--- src/rtl/object_ram_arbiter_pkg.sv ---
// Shared definitions for the object RAM arbiter and the masters around it.
//
// Holds the master encoding used to steer the RAM mux, the lock state
// encoding, and the default address/data widths shared with the rope
// controllers and the stone-draw engine.
package object_ram_arbiter_pkg;

    localparam int DEF_ADDR_W       = 4;   // 16 objects
    localparam int DEF_DATA_W       = 32;  // one object word
    localparam int DEF_LOCK_TIMEOUT = 64;

    // Which master currently owns the RAM port
    typedef enum logic [1:0] {
        NONE  = 2'd0,
        DRAW  = 2'd1,
        ROPE0 = 2'd2,
        ROPE1 = 2'd3
    } master_e;

    // Which rope, if any, holds the atomic lock
    typedef enum logic [1:0] {
        IDLE  = 2'd0,
        LOCK0 = 2'd1,
        LOCK1 = 2'd2
    } lock_state_e;

    // One-hot lock holder as seen on lock_owner (bit n = rope n)
    function automatic logic [1:0] owner_onehot(lock_state_e s);
        logic [1:0] o;
        o = 2'b00;
        if (s == LOCK0) o = 2'b01;
        if (s == LOCK1) o = 2'b10;
        return o;
    endfunction

endpackage

--- src/rtl/object_ram_arbiter_if.sv ---
// Bus bundle between the object RAM masters, the arbiter and the RAM macro.
//
// Master side: draw_* (read-only stone-draw engine), rope_* (two rope
// controllers, bit/suffix n = rope n), lock_owner/lock_err status.
// RAM side: ram_address/ram_data/ram_wren towards the macro, ram_q back,
// valid one cycle after the address.
//
// Modports:
//   slave  - the arbiter's view (takes requests, drives grants and RAM pins)
//   master - the environment's view (drives requests and ram_q)
interface object_ram_arbiter_if
    import object_ram_arbiter_pkg::*;
#(
    parameter int ADDR_W = DEF_ADDR_W,
    parameter int DATA_W = DEF_DATA_W
) ();

    logic              draw_req;
    logic [ADDR_W-1:0] draw_addr;
    logic              draw_gnt;
    logic              draw_rvalid;

    logic [1:0]        rope_req;
    logic [1:0]        rope_we;
    logic [1:0]        rope_lock;
    logic [ADDR_W-1:0] rope_addr0;
    logic [ADDR_W-1:0] rope_addr1;
    logic [DATA_W-1:0] rope_wdata0;
    logic [DATA_W-1:0] rope_wdata1;
    logic [1:0]        rope_gnt;
    logic [1:0]        rope_rvalid;

    logic [1:0]        lock_owner;
    logic              lock_err;

    logic [ADDR_W-1:0] ram_address;
    logic [DATA_W-1:0] ram_data;
    logic              ram_wren;
    logic [DATA_W-1:0] ram_q;

    modport slave (
        input  draw_req, draw_addr,
        input  rope_req, rope_we, rope_lock, rope_addr0, rope_addr1,
        input  rope_wdata0, rope_wdata1,
        input  ram_q,
        output draw_gnt, draw_rvalid, rope_gnt, rope_rvalid,
        output lock_owner, lock_err,
        output ram_address, ram_data, ram_wren
    );

    modport master (
        output draw_req, draw_addr,
        output rope_req, rope_we, rope_lock, rope_addr0, rope_addr1,
        output rope_wdata0, rope_wdata1,
        output ram_q,
        input  draw_gnt, draw_rvalid, rope_gnt, rope_rvalid,
        input  lock_owner, lock_err,
        input  ram_address, ram_data, ram_wren
    );

endinterface

--- src/rtl/object_ram_arbiter_rr_picker2.sv ---
// Two-requester round-robin picker.
//
// Ports:
//   clock, reset - clock, async active-high reset (pointer clears to 0)
//   req[1:0]     - requests already filtered for eligibility
//   en           - picking allowed this cycle; when low gnt is 0 and the
//                  pointer holds
//   gnt[1:0]     - one-hot (or zero) grant
//   ptr          - current preferred requester
//
// After any grant the pointer moves to the other requester, so a lone
// requester also hands preference to its partner.
module rr_picker2 (
    input  logic       clock,
    input  logic       reset,
    input  logic [1:0] req,
    input  logic       en,
    output logic [1:0] gnt,
    output logic       ptr
);

    logic ptr_q;
    logic ptr_d;

    always_comb begin
        gnt   = 2'b00;
        ptr_d = ptr_q;
        if (en) begin
            if (req == 2'b11) begin
                gnt = ptr_q ? 2'b10 : 2'b01;
            end else begin
                gnt = req;
            end
        end
        if (gnt[0]) begin
            ptr_d = 1'b1;
        end else if (gnt[1]) begin
            ptr_d = 1'b0;
        end
    end

    always_ff @(posedge clock or posedge reset) begin
        if (reset) begin
            ptr_q <= 1'b0;
        end else begin
            ptr_q <= ptr_d;
        end
    end

    assign ptr = ptr_q;

endmodule

--- src/rtl/object_ram_arbiter.sv ---
// Object RAM arbiter: shares the single-port object RAM between the
// read-only stone-draw engine and two read/write rope controllers.
//
// Ports:
//   clock, reset - system clock, async active-high reset
//   bus          - object_ram_arbiter_if.slave: master requests/grants,
//                  read-return valids, lock status and the RAM pins
// Parameters:
//   LOCK_TIMEOUT - cycles a rope lock may be held before forced release
//   ADDR_W/DATA_W - must match the interface instance
//
// Draw always wins; ropes share the rest round-robin. A rope may hold a
// lock across accesses to do an atomic read-modify-write; the other rope
// simply stalls meanwhile.
module object_ram_arbiter
    import object_ram_arbiter_pkg::*;
#(
    parameter int LOCK_TIMEOUT = DEF_LOCK_TIMEOUT,
    parameter int ADDR_W       = DEF_ADDR_W,
    parameter int DATA_W       = DEF_DATA_W
) (
    input  logic                 clock,
    input  logic                 reset,
    object_ram_arbiter_if.slave  bus
);

    localparam int CNT_W = (LOCK_TIMEOUT > 1) ? $clog2(LOCK_TIMEOUT) : 1;
    localparam logic [CNT_W-1:0] CNT_LAST = CNT_W'(LOCK_TIMEOUT - 1);

    lock_state_e       state_q, state_d;
    logic [CNT_W-1:0]  cnt_q, cnt_d;
    logic              lock_err_q, lock_err_d;
    logic [2:0]        tag_q, tag_d;      // {rope1, rope0, draw} read issued
    logic [ADDR_W-1:0] addr_q, addr_d;
    logic [DATA_W-1:0] data_q, data_d;
    logic              wren;

    logic [1:0]        eligible;
    logic [1:0]        rope_pick;
    logic              draw_gnt;
    logic              rr;
    logic              timeout;
    master_e           sel;

    // Grants are masked while reset is asserted so nothing reaches the RAM.
    assign draw_gnt = bus.draw_req && !reset;

    // A held lock shuts out the other rope; the holder keeps arbitrating
    // normally (including losing to draw).
    always_comb begin
        eligible = 2'b11;
        case (state_q)
            LOCK0:   eligible = 2'b01;
            LOCK1:   eligible = 2'b10;
            default: eligible = 2'b11;
        endcase
    end

    // Ropes only get the port when draw is not asking for it, so draw
    // cycles leave the round-robin pointer alone.
    rr_picker2 u_rr_picker2 (
        .clock (clock),
        .reset (reset),
        .req   (bus.rope_req & eligible),
        .en    (!bus.draw_req && !reset),
        .gnt   (rope_pick),
        .ptr   (rr)
    );

    always_comb begin
        sel = NONE;
        if (draw_gnt) begin
            sel = DRAW;
        end else if (rope_pick[0]) begin
            sel = ROPE0;
        end else if (rope_pick[1]) begin
            sel = ROPE1;
        end
    end

    // RAM mux: with no grant the address/data pins hold their last granted
    // values and the write enable stays low.
    always_comb begin
        addr_d = addr_q;
        data_d = data_q;
        wren   = 1'b0;
        case (sel)
            DRAW: begin
                addr_d = bus.draw_addr;
            end
            ROPE0: begin
                addr_d = bus.rope_addr0;
                data_d = bus.rope_wdata0;
                wren   = bus.rope_we[0];
            end
            ROPE1: begin
                addr_d = bus.rope_addr1;
                data_d = bus.rope_wdata1;
                wren   = bus.rope_we[1];
            end
            default: ;
        endcase
    end

    // Lock FSM and timeout counter. Arbitration this cycle already used
    // state_q, so a forced release only affects the following cycle.
    always_comb begin
        timeout = (state_q != IDLE) && (cnt_q == CNT_LAST);
        state_d = state_q;
        cnt_d   = cnt_q;
        case (state_q)
            IDLE: begin
                cnt_d = '0;
                if (sel == ROPE0 && bus.rope_lock[0]) begin
                    state_d = LOCK0;
                end else if (sel == ROPE1 && bus.rope_lock[1]) begin
                    state_d = LOCK1;
                end
            end
            LOCK0: begin
                cnt_d = cnt_q + CNT_W'(1);
                if (sel == ROPE0 && !bus.rope_lock[0]) begin
                    state_d = IDLE;
                end
            end
            LOCK1: begin
                cnt_d = cnt_q + CNT_W'(1);
                if (sel == ROPE1 && !bus.rope_lock[1]) begin
                    state_d = IDLE;
                end
            end
            default: begin
                state_d = IDLE;
            end
        endcase
        if (timeout) begin
            state_d = IDLE;
        end
        if (state_d == IDLE) begin
            cnt_d = '0;
        end
        // Registered so the pulse lands in the cycle the counter sits at
        // its last value, i.e. the release cycle.
        lock_err_d = (state_d != IDLE) && (cnt_d == CNT_LAST);
    end

    // Only reads leave a tag; it lines up with ram_q one cycle later.
    always_comb begin
        tag_d = {rope_pick[1] & ~bus.rope_we[1],
                 rope_pick[0] & ~bus.rope_we[0],
                 draw_gnt};
    end

    always_ff @(posedge clock or posedge reset) begin
        if (reset) begin
            state_q    <= IDLE;
            cnt_q      <= '0;
            lock_err_q <= 1'b0;
            tag_q      <= 3'b000;
            addr_q     <= '0;
            data_q     <= '0;
        end else begin
            state_q    <= state_d;
            cnt_q      <= cnt_d;
            lock_err_q <= lock_err_d;
            tag_q      <= tag_d;
            addr_q     <= addr_d;
            data_q     <= data_d;
        end
    end

    assign bus.draw_gnt    = draw_gnt;
    assign bus.rope_gnt    = rope_pick;
    assign bus.draw_rvalid = tag_q[0];
    assign bus.rope_rvalid = tag_q[2:1];
    assign bus.lock_owner  = owner_onehot(state_q);
    assign bus.lock_err    = lock_err_q;
    assign bus.ram_address = addr_d;
    assign bus.ram_data    = data_d;
    assign bus.ram_wren    = wren;

endmodule

--- src/flat_wrapper.sv ---
// flat-port wrapper written by rule: the top's interface ports become plain ports
module object_ram_arbiter_flat import object_ram_arbiter_pkg::*;
#(
    parameter int LOCK_TIMEOUT = DEF_LOCK_TIMEOUT,
    parameter int ADDR_W       = DEF_ADDR_W,
    parameter int DATA_W       = DEF_DATA_W
)
  (clock, reset, bus_draw_req, bus_draw_addr, bus_rope_req, bus_rope_we, bus_rope_lock, bus_rope_addr0, bus_rope_addr1, bus_rope_wdata0, bus_rope_wdata1, bus_ram_q, bus_draw_gnt, bus_draw_rvalid, bus_rope_gnt, bus_rope_rvalid, bus_lock_owner, bus_lock_err, bus_ram_address, bus_ram_data, bus_ram_wren);
  object_ram_arbiter_if #(.ADDR_W(ADDR_W), .DATA_W(DATA_W)) bus_i ();
  input  logic clock;
  input  logic reset;
  input wire logic [$bits(bus_i.draw_req)-1:0] bus_draw_req;
  input wire logic [$bits(bus_i.draw_addr)-1:0] bus_draw_addr;
  input wire logic [$bits(bus_i.rope_req)-1:0] bus_rope_req;
  input wire logic [$bits(bus_i.rope_we)-1:0] bus_rope_we;
  input wire logic [$bits(bus_i.rope_lock)-1:0] bus_rope_lock;
  input wire logic [$bits(bus_i.rope_addr0)-1:0] bus_rope_addr0;
  input wire logic [$bits(bus_i.rope_addr1)-1:0] bus_rope_addr1;
  input wire logic [$bits(bus_i.rope_wdata0)-1:0] bus_rope_wdata0;
  input wire logic [$bits(bus_i.rope_wdata1)-1:0] bus_rope_wdata1;
  input wire logic [$bits(bus_i.ram_q)-1:0] bus_ram_q;
  output wire logic [$bits(bus_i.draw_gnt)-1:0] bus_draw_gnt;
  output wire logic [$bits(bus_i.draw_rvalid)-1:0] bus_draw_rvalid;
  output wire logic [$bits(bus_i.rope_gnt)-1:0] bus_rope_gnt;
  output wire logic [$bits(bus_i.rope_rvalid)-1:0] bus_rope_rvalid;
  output wire logic [$bits(bus_i.lock_owner)-1:0] bus_lock_owner;
  output wire logic [$bits(bus_i.lock_err)-1:0] bus_lock_err;
  output wire logic [$bits(bus_i.ram_address)-1:0] bus_ram_address;
  output wire logic [$bits(bus_i.ram_data)-1:0] bus_ram_data;
  output wire logic [$bits(bus_i.ram_wren)-1:0] bus_ram_wren;
  assign bus_i.draw_req = bus_draw_req;
  assign bus_i.draw_addr = bus_draw_addr;
  assign bus_i.rope_req = bus_rope_req;
  assign bus_i.rope_we = bus_rope_we;
  assign bus_i.rope_lock = bus_rope_lock;
  assign bus_i.rope_addr0 = bus_rope_addr0;
  assign bus_i.rope_addr1 = bus_rope_addr1;
  assign bus_i.rope_wdata0 = bus_rope_wdata0;
  assign bus_i.rope_wdata1 = bus_rope_wdata1;
  assign bus_i.ram_q = bus_ram_q;
  assign bus_draw_gnt = bus_i.draw_gnt;
  assign bus_draw_rvalid = bus_i.draw_rvalid;
  assign bus_rope_gnt = bus_i.rope_gnt;
  assign bus_rope_rvalid = bus_i.rope_rvalid;
  assign bus_lock_owner = bus_i.lock_owner;
  assign bus_lock_err = bus_i.lock_err;
  assign bus_ram_address = bus_i.ram_address;
  assign bus_ram_data = bus_i.ram_data;
  assign bus_ram_wren = bus_i.ram_wren;
  object_ram_arbiter #(.LOCK_TIMEOUT(LOCK_TIMEOUT), .ADDR_W(ADDR_W), .DATA_W(DATA_W)) u_core (.clock(clock), .reset(reset), .bus(bus_i));
endmodule
--- config.mk ---
export PLATFORM = sky130hd
export DESIGN_NAME = object_ram_arbiter_flat
export DESIGN_NICKNAME = d
export VERILOG_FILES = /design/src/rtl/object_ram_arbiter_pkg.sv /design/src/rtl/object_ram_arbiter_if.sv /design/src/rtl/object_ram_arbiter_rr_picker2.sv /design/src/rtl/object_ram_arbiter.sv /design/src/flat_wrapper.sv
export SDC_FILE = /design/constraint.sdc
export NUM_CORES = 1
export LEC_CHECK = 0
export ABC_AREA = 1
export BUFFER_PORTS_ARGS = -buffer_cell sky130_fd_sc_hd__buf_2
export CAP_MARGIN = 30
export CORE_MARGIN = 1.5
export CORE_UTILIZATION = 27
export CTS_CLUSTER_DIAMETER = 30
export DETAILED_ROUTE_END_ITERATION = 7
export GPL_TIMING_DRIVEN = 1
export RECOVER_POWER = 100
export SETUP_SLACK_MARGIN = 0.15
export SYNTH_ARGS = -nofsm -noshare
export SYNTH_HDL_FRONTEND = slang
export SYNTH_SLANG_ARGS = --single-unit
--- constraint.sdc ---
create_clock -name clock -period 1.79 [get_ports clock]
set_input_delay 0.0895 -clock clock [delete_from_list [all_inputs] [get_ports clock]]
set_output_delay 0.0895 -clock clock [all_outputs]
set_load 0.05 [all_outputs]
After elaboration in Yosys (flattened, before gate mapping)
Cells that the tools add are included.

storage, ports and cells
  logic and storage cells = 61
  output and inout port bits = 46
  input bits = 117
  flip-flop bits (word level) = 49

cells by class
  bitwise gates (word level) = 5
  reduce and logical (&&, ||, !) cells = 18
  multiplexer cells = 22
  add/sub/neg operators = 1
  equality and inequality tests = 8

operator list
  kind                                           count
  case mux 32 bit (2 select lines)               1
  two-way mux 2 bit                              12
  == test 6 bit, second input constant           2
  case mux 4 bit (3 select lines)                1
  case mux 6 bit (2 select lines)                1
  == test 2 bit, second input constant           4
  logical AND 1 bit                              8
  adder 6 x 1 -> 6 bit, second input constant    1
  two-way mux 6 bit                              1
  case mux 2 bit (3 select lines)                1
  nonzero test 2 bit                             3
  == test 2 x 1 -> 1 bit, second input constant  2
  zero test 1 bit                                4
  zero test 2 bit                                2
  case mux 2 bit (2 select lines)                1
  two-way mux 1 bit                              3
  AND 1 bit                                      2
  AND 2 bit                                      1
  inverter 1 bit                                 2
  case mux 1 bit (2 select lines)                1
  OR reduction 2 bit                             1

Depth between registers and ports, before layout
  word-level depth = 19
  gate-level depth with buffers = 14
  gate-level depth less buffers = 14

Hierarchy
From an unflattened synthesis, not the netlist that was laid out.

second synthesis, totals
  cell total of the unflattened synthesis = 322
  area total of the unflattened synthesis = 2417.3 µm²

by module, submodules not included
  module              instances  area each (µm²)  sequential area each (µm²)  cells each
  object_ram_arbiter  1          2342.2           1201.2                      309
  rr_picker2          1          75.1             25.0                        13

Worst setup path before layout
OpenSTA, ideal clock, no wires.

  kind = register to register
  start point = reg u_core.state_q[1]
  end point = reg u_core.data_q[0]
  stages on the path, launching flop included = 12
  arrival = 2.086 ns
  period minus slack after synthesis = 2.411 ns
  setup time = 0.326 ns
  required time = 1.464 ns
  buffers on the path = 2
  slack = -0.621 ns
  cells stage by stage = dfrtp_1 -> inv_1 -> ha_1 -> inv_2 -> nand2_1 -> nor2_4 -> nand2_1 -> inv_2 -> buf_4 -> buf_2 -> nand2_1 -> nand3_1

between the ends
  longest elaborated chain between the ends = 11
  elaborated cells on any way between the ends = 13
  classes of those cells = eq/ne (5); mux (7); bitwise (1)

ends and longest elaborated chain
  item                                                            line                                 RTL
  start: declaration                                              object_ram_arbiter.sv:30             lock_state_e state_q, state_d;
  start signal: assignment                                        object_ram_arbiter.sv:163            state_q <= state_d;
  == test 2 bit / == test 2 x 1 -> 1 bit (equally long branches)  object_ram_arbiter.sv:52             case (state_q)
  case mux 2 bit (2 select lines) (*)                             object_ram_arbiter.sv:52
  AND 2 bit (*)                                                   object_ram_arbiter.sv:64             .req (bus.rope_req & eligible),
  == test 2 bit                                                   object_ram_arbiter_rr_picker2.sv:29  if (req == 2'b11) begin
  two-way mux 2 bit (*)                                           object_ram_arbiter_rr_picker2.sv:29
  two-way mux 2 bit (*)                                           object_ram_arbiter_rr_picker2.sv:28  if (en) begin
  two-way mux 2 bit                                               object_ram_arbiter.sv:76             end else if (rope_pick[1]) begin
  two-way mux 2 bit (*)                                           object_ram_arbiter.sv:74             end else if (rope_pick[0]) begin
  two-way mux 2 bit (*)                                           object_ram_arbiter.sv:72             if (draw_gnt) begin
  == test 2 bit                                                   object_ram_arbiter.sv:87             case (sel)
  case mux 32 bit (2 select lines) (*)                            object_ram_arbiter.sv:87
  named net bus_ram_data[0]                                       flat_wrapper.sv:29                   output wire logic [$bits(bus_i.ram_data)-1:0] bus_ram_data;
  end signal: assignment                                          object_ram_arbiter.sv:168            data_q <= data_d;
  end: declaration                                                object_ram_arbiter.sv:35             logic [DATA_W-1:0] data_q, data_d;

Mark *: on every way through the listed nets, which the timed path passes. The rest lies on a longest branch.
A chain may end at the register's enable or synchronous reset.

Worst setup path in the final report
  start point = reg u_core.state_q[1]
  end point = out bus_ram_wren

between the ends
  longest elaborated chain between the ends = 11
  elaborated cells on any way between the ends = 13
  classes of those cells = eq/ne (5); mux (7); bitwise (1)

ends and longest elaborated chain
  item                                                            line                                 RTL
  == test 2 bit / == test 2 x 1 -> 1 bit (equally long branches)  object_ram_arbiter.sv:52
  case mux 2 bit (2 select lines) (*)                             object_ram_arbiter.sv:52
  AND 2 bit (*)                                                   object_ram_arbiter.sv:64
  == test 2 bit                                                   object_ram_arbiter_rr_picker2.sv:29
  two-way mux 2 bit (*)                                           object_ram_arbiter_rr_picker2.sv:29
  two-way mux 2 bit (*)                                           object_ram_arbiter_rr_picker2.sv:28
  two-way mux 2 bit                                               object_ram_arbiter.sv:76
  two-way mux 2 bit (*)                                           object_ram_arbiter.sv:74
  two-way mux 2 bit (*)                                           object_ram_arbiter.sv:72
  == test 2 bit                                                   object_ram_arbiter.sv:87
  case mux 1 bit (2 select lines) (*)                             object_ram_arbiter.sv:87
  end: declaration                                                flat_wrapper.sv:30                   output wire logic [$bits(bus_i.ram_wren)-1:0] bus_ram_wren;

Mark *: on every way between the ends. The rest lies on a longest branch, timed or not.

==> impl_results.md <==
- Status: finished with violations
- Violations in the final reports: setup timing
- Antenna diodes: 0
- Post-route ant nets: 0
- Clock sinks: 49
- Height of the die: ~98 um
- Worst vdd ir: around 0.88 mV
- Startpoint types: register
- Largest area contributor in the netlist: dfrtp_1
- Core area: 8680 sq um
- Max cap viols: 0
- Count of final setup violators: 56
- Worst slew margin: 0.190
- CP Capture Type: primary output
- Ports: around 160
- TritonCTS Buffers: 5
- Area contributors post-synth: dfrtp_1 (51%), nand2_1 (21%), nand3_1 (8.3%)
- Tmin final: around 2100 ps
- Share of post-route cells with drive strength above 1: 0.710
- Vias per Instance: 4.54
- Standard-cell rows: 34
- Synth unique cells: 23
- Crit Path Class: register to primary output
- Gr usage total: 0.188
- Syn_area_per_cell: 7.77 sq um
- DIE WIDTH: a little under 100 um
- CP Buf/Inv Count: 6
- Total power: approximately 8 mW
- Clock transition at path regs: 100 ps
- Slew @ Worst Pin: 1210 ps
- Post-Synthesis Cell Area: between 2000 and 2500 sq um
- Async S/R FF share, synth: 1.00
- CTS tree: done
- Initial DRC count: between 70 and 80
- Worst reg2reg startpoint: u_core.state_q[0]$_DFF_PP0_
- Largest net degree at the start of global routing: 50
- Clock skew: ~8.5 ps
- Crit path DAT: just under 2000 ps
- Clock root buffer: clkbuf_8
- Synth-to-Final Area Change: 131%
- Syn nets: roughly 430
- Worst-Skew Late Latency: around 310 ps
- Top_reg_cell synth: dfrtp_1
- Critical-path cell list: inv_2 > ha_4 > inv_2 > nand3_2 > nand2_4 > inv_8 > buf_6 > clkbuf_16 > a22o_2 > buf_6
- Top delay family on crit path: buffers and inverters
- First-pass GRT wire length: roughly 15,000 um
- Yosys warns: 0
- HP Start: bus_rope_wdata0[31]
- DP Cell Count: roughly 590
- Pleak: 3.00 nW
- Critical path's slowest cell: dfrtp_1
- GRT overflow: 0
- Most frequent cells in the layout: buf_2 (84), buf_4 (68), nand2_1 (54)
- Crit path largest cell delay: 430 ps
- Half-perimeter wire length after placement: 5390 um
- Die footprint: 9530 sq um
- Htree depth: 2
- Post-synth EDFFs: 0
- Average wire per standard cell: between 10 and 15 um
- Seq cells post-synth: just under 50
- Vias post-DR: 2,913
- Starting Density: 0.279
- Synthesized instance count: approximately 310
- RSZ-0062 raised after global routing: true
- Final Hold Fails: 0
- Maximum buffer depth of the clock tree: 2
- Initial antenna violation count: 0
- Slew Limit Fails: 0
- Vias in the first global route: ~3,100
- Synth top area share: 0.507
- Min-delay worst type: input port to register
- Worst Setup SP: u_core.state_q[1]$_DFF_PP0_
- Port bufs: 130
- Routability cong.: between 0.7 and 0.8
- Tcrit/Tclk final: 1.15
- PwrDens: between 1000 and 1500 nW/um^2
- CP max FO: 6
- Most common cell after layout, fill and taps aside: buf_2
- Total Wirelength: slightly above 9000 um
- Drt pass-1 iters: 4
- Req. time, crit path: ~1700 ps
- DRC violations left: 0
- Finished Layout Cells: 642
- Setup WS post-layout: -262 ps
- Maximum clock frequency: slightly below 0.5 GHz
- Final nets: roughly 660
- Reg2Reg Setup Slack: -250 ps
- Seq/Total Area, Yosys: 0.507
[cells by family (layout without fill, tap and decap cells)]
family,after synthesis,count (layout),share of synthesized area
simple gates,213,213,0.377
flops,49,49,0.507
buf+inv,37,260,0.0673
fa+ha+maj,6,6,0.0311
compound gates,4,4,0.00983
xor+xnor,2,2,0.00725
[worst min-delay path: stages]
cell and delay, ps:
buf_2 80, nand2_2 60, nand3_4 60
[worst paths after layout]
| path | endpoint | depth (start not counted) |
|---|---|---|
| max in group asynchronous | u_core.state_q[0]$_DFF_PP0_ | 3 |
| min in group asynchronous | u_core.u_rr_picker2.ptr$_DFFE_PP0P_ | 3 |
| worst max register to register | u_core.bus.lock_err$_DFF_PP0_ | 15 |
| worst min-delay path | u_core.data_q[31]$_DFF_PP0_ | 3 |
| worst min register to register | u_core.data_q[31]$_DFF_PP0_ | 2 |
| worst max-delay path | bus_ram_wren | 10 |
[registers in the layout, indices dropped and copies added (netlist names)]
name and flops:
u_core.addr_q 4, u_core.bus.lock_err 1, u_core.cnt_q 6, u_core.data_q 32
u_core.state_q 2, u_core.tag_q 3, u_core.u_rr_picker2.ptr 1
[report_power, final]
| part | internal, mW | switching [mW] |
|---|---|---|
| Combinational | 2.59 | 2.92 |
| Clock | 0.419 | 0.383 |
| Sequential | 1.46 | 0.153 |
[per-layer routing]
layer  routed length [um]  part of all wire  up-vias  GRT usage
met3                  325             0.035        5     0.0266
met5                    0                 0        -          0
met1                 3680              0.40     1416      0.235
met4                   43            0.0046        0     0.0297
li1                     -                 -     1413          -
met2                 5210              0.56       79      0.347
[Yosys cell counts (2+ instances only)]
| cell | count |
|---|---|
| a21oi_1 | 2 |
| nor3_1 | 3 |
| ha_1 | 6 |
| nor2_4 | 2 |
| buf_4 | 4 |
| buf_2 | 7 |
| nand4_1 | 5 |
| nand3_1 | 40 |
| inv_2 | 8 |
| dfrtp_1 | 49 |
| inv_1 | 16 |
| nand2_1 | 136 |
| nor2_1 | 21 |
| nand3_2 | 3 |
[area by class of cell]
cell class | instances | area [sq um]
Multi-Input combinational cell | 225 | 1970
Tap cell | 108 | 135
Inverter | 25 | 120
Timing Repair Buffer | 227 | 2010
Clock inverter | 3 | 43.8
Fill cell | 672 | 3100
Clock buffer | 5 | 68.8
Sequential cell | 49 | 1230
[per-stage QoR]
| stage | setup slack [ps] | utilization | hold WS [ps] | setup TNS [ps] | area, sq um |
|---|---|---|---|---|---|
| 6_report | -262 | 0.643 | 15.3 | -9930 | 5580 |
| 2_1_floorplan | -247 | - | 12.7 | -954 | 3070 |
| 3_3_place_gp | -18.9 | 0.479 | 268 | -127 | 4160 |
| 5_1_grt | -350 | 0.643 | 10.6 | -15250 | 5580 |
| 3_5_place_dp | -46.2 | 0.479 | 274 | -364 | 4160 |
| 4_1_cts | -280 | 0.604 | 5.88 | -9610 | 5240 |
[what timing repair did]
| action | CTS | global route |
|---|---|---|
| pin swaps | 20 | 21 |
| setup endpoints to repair | 54 | 80 |
| setup buffers | 27 | 13 |
| hold buffers | 2 | 0 |
| endpoints found under the hold margin | 2 | 0 |
| cloned | 4 | 2 |
| gates resized for setup | 182 | 56 |
Power figures use the tool's default switching activity.
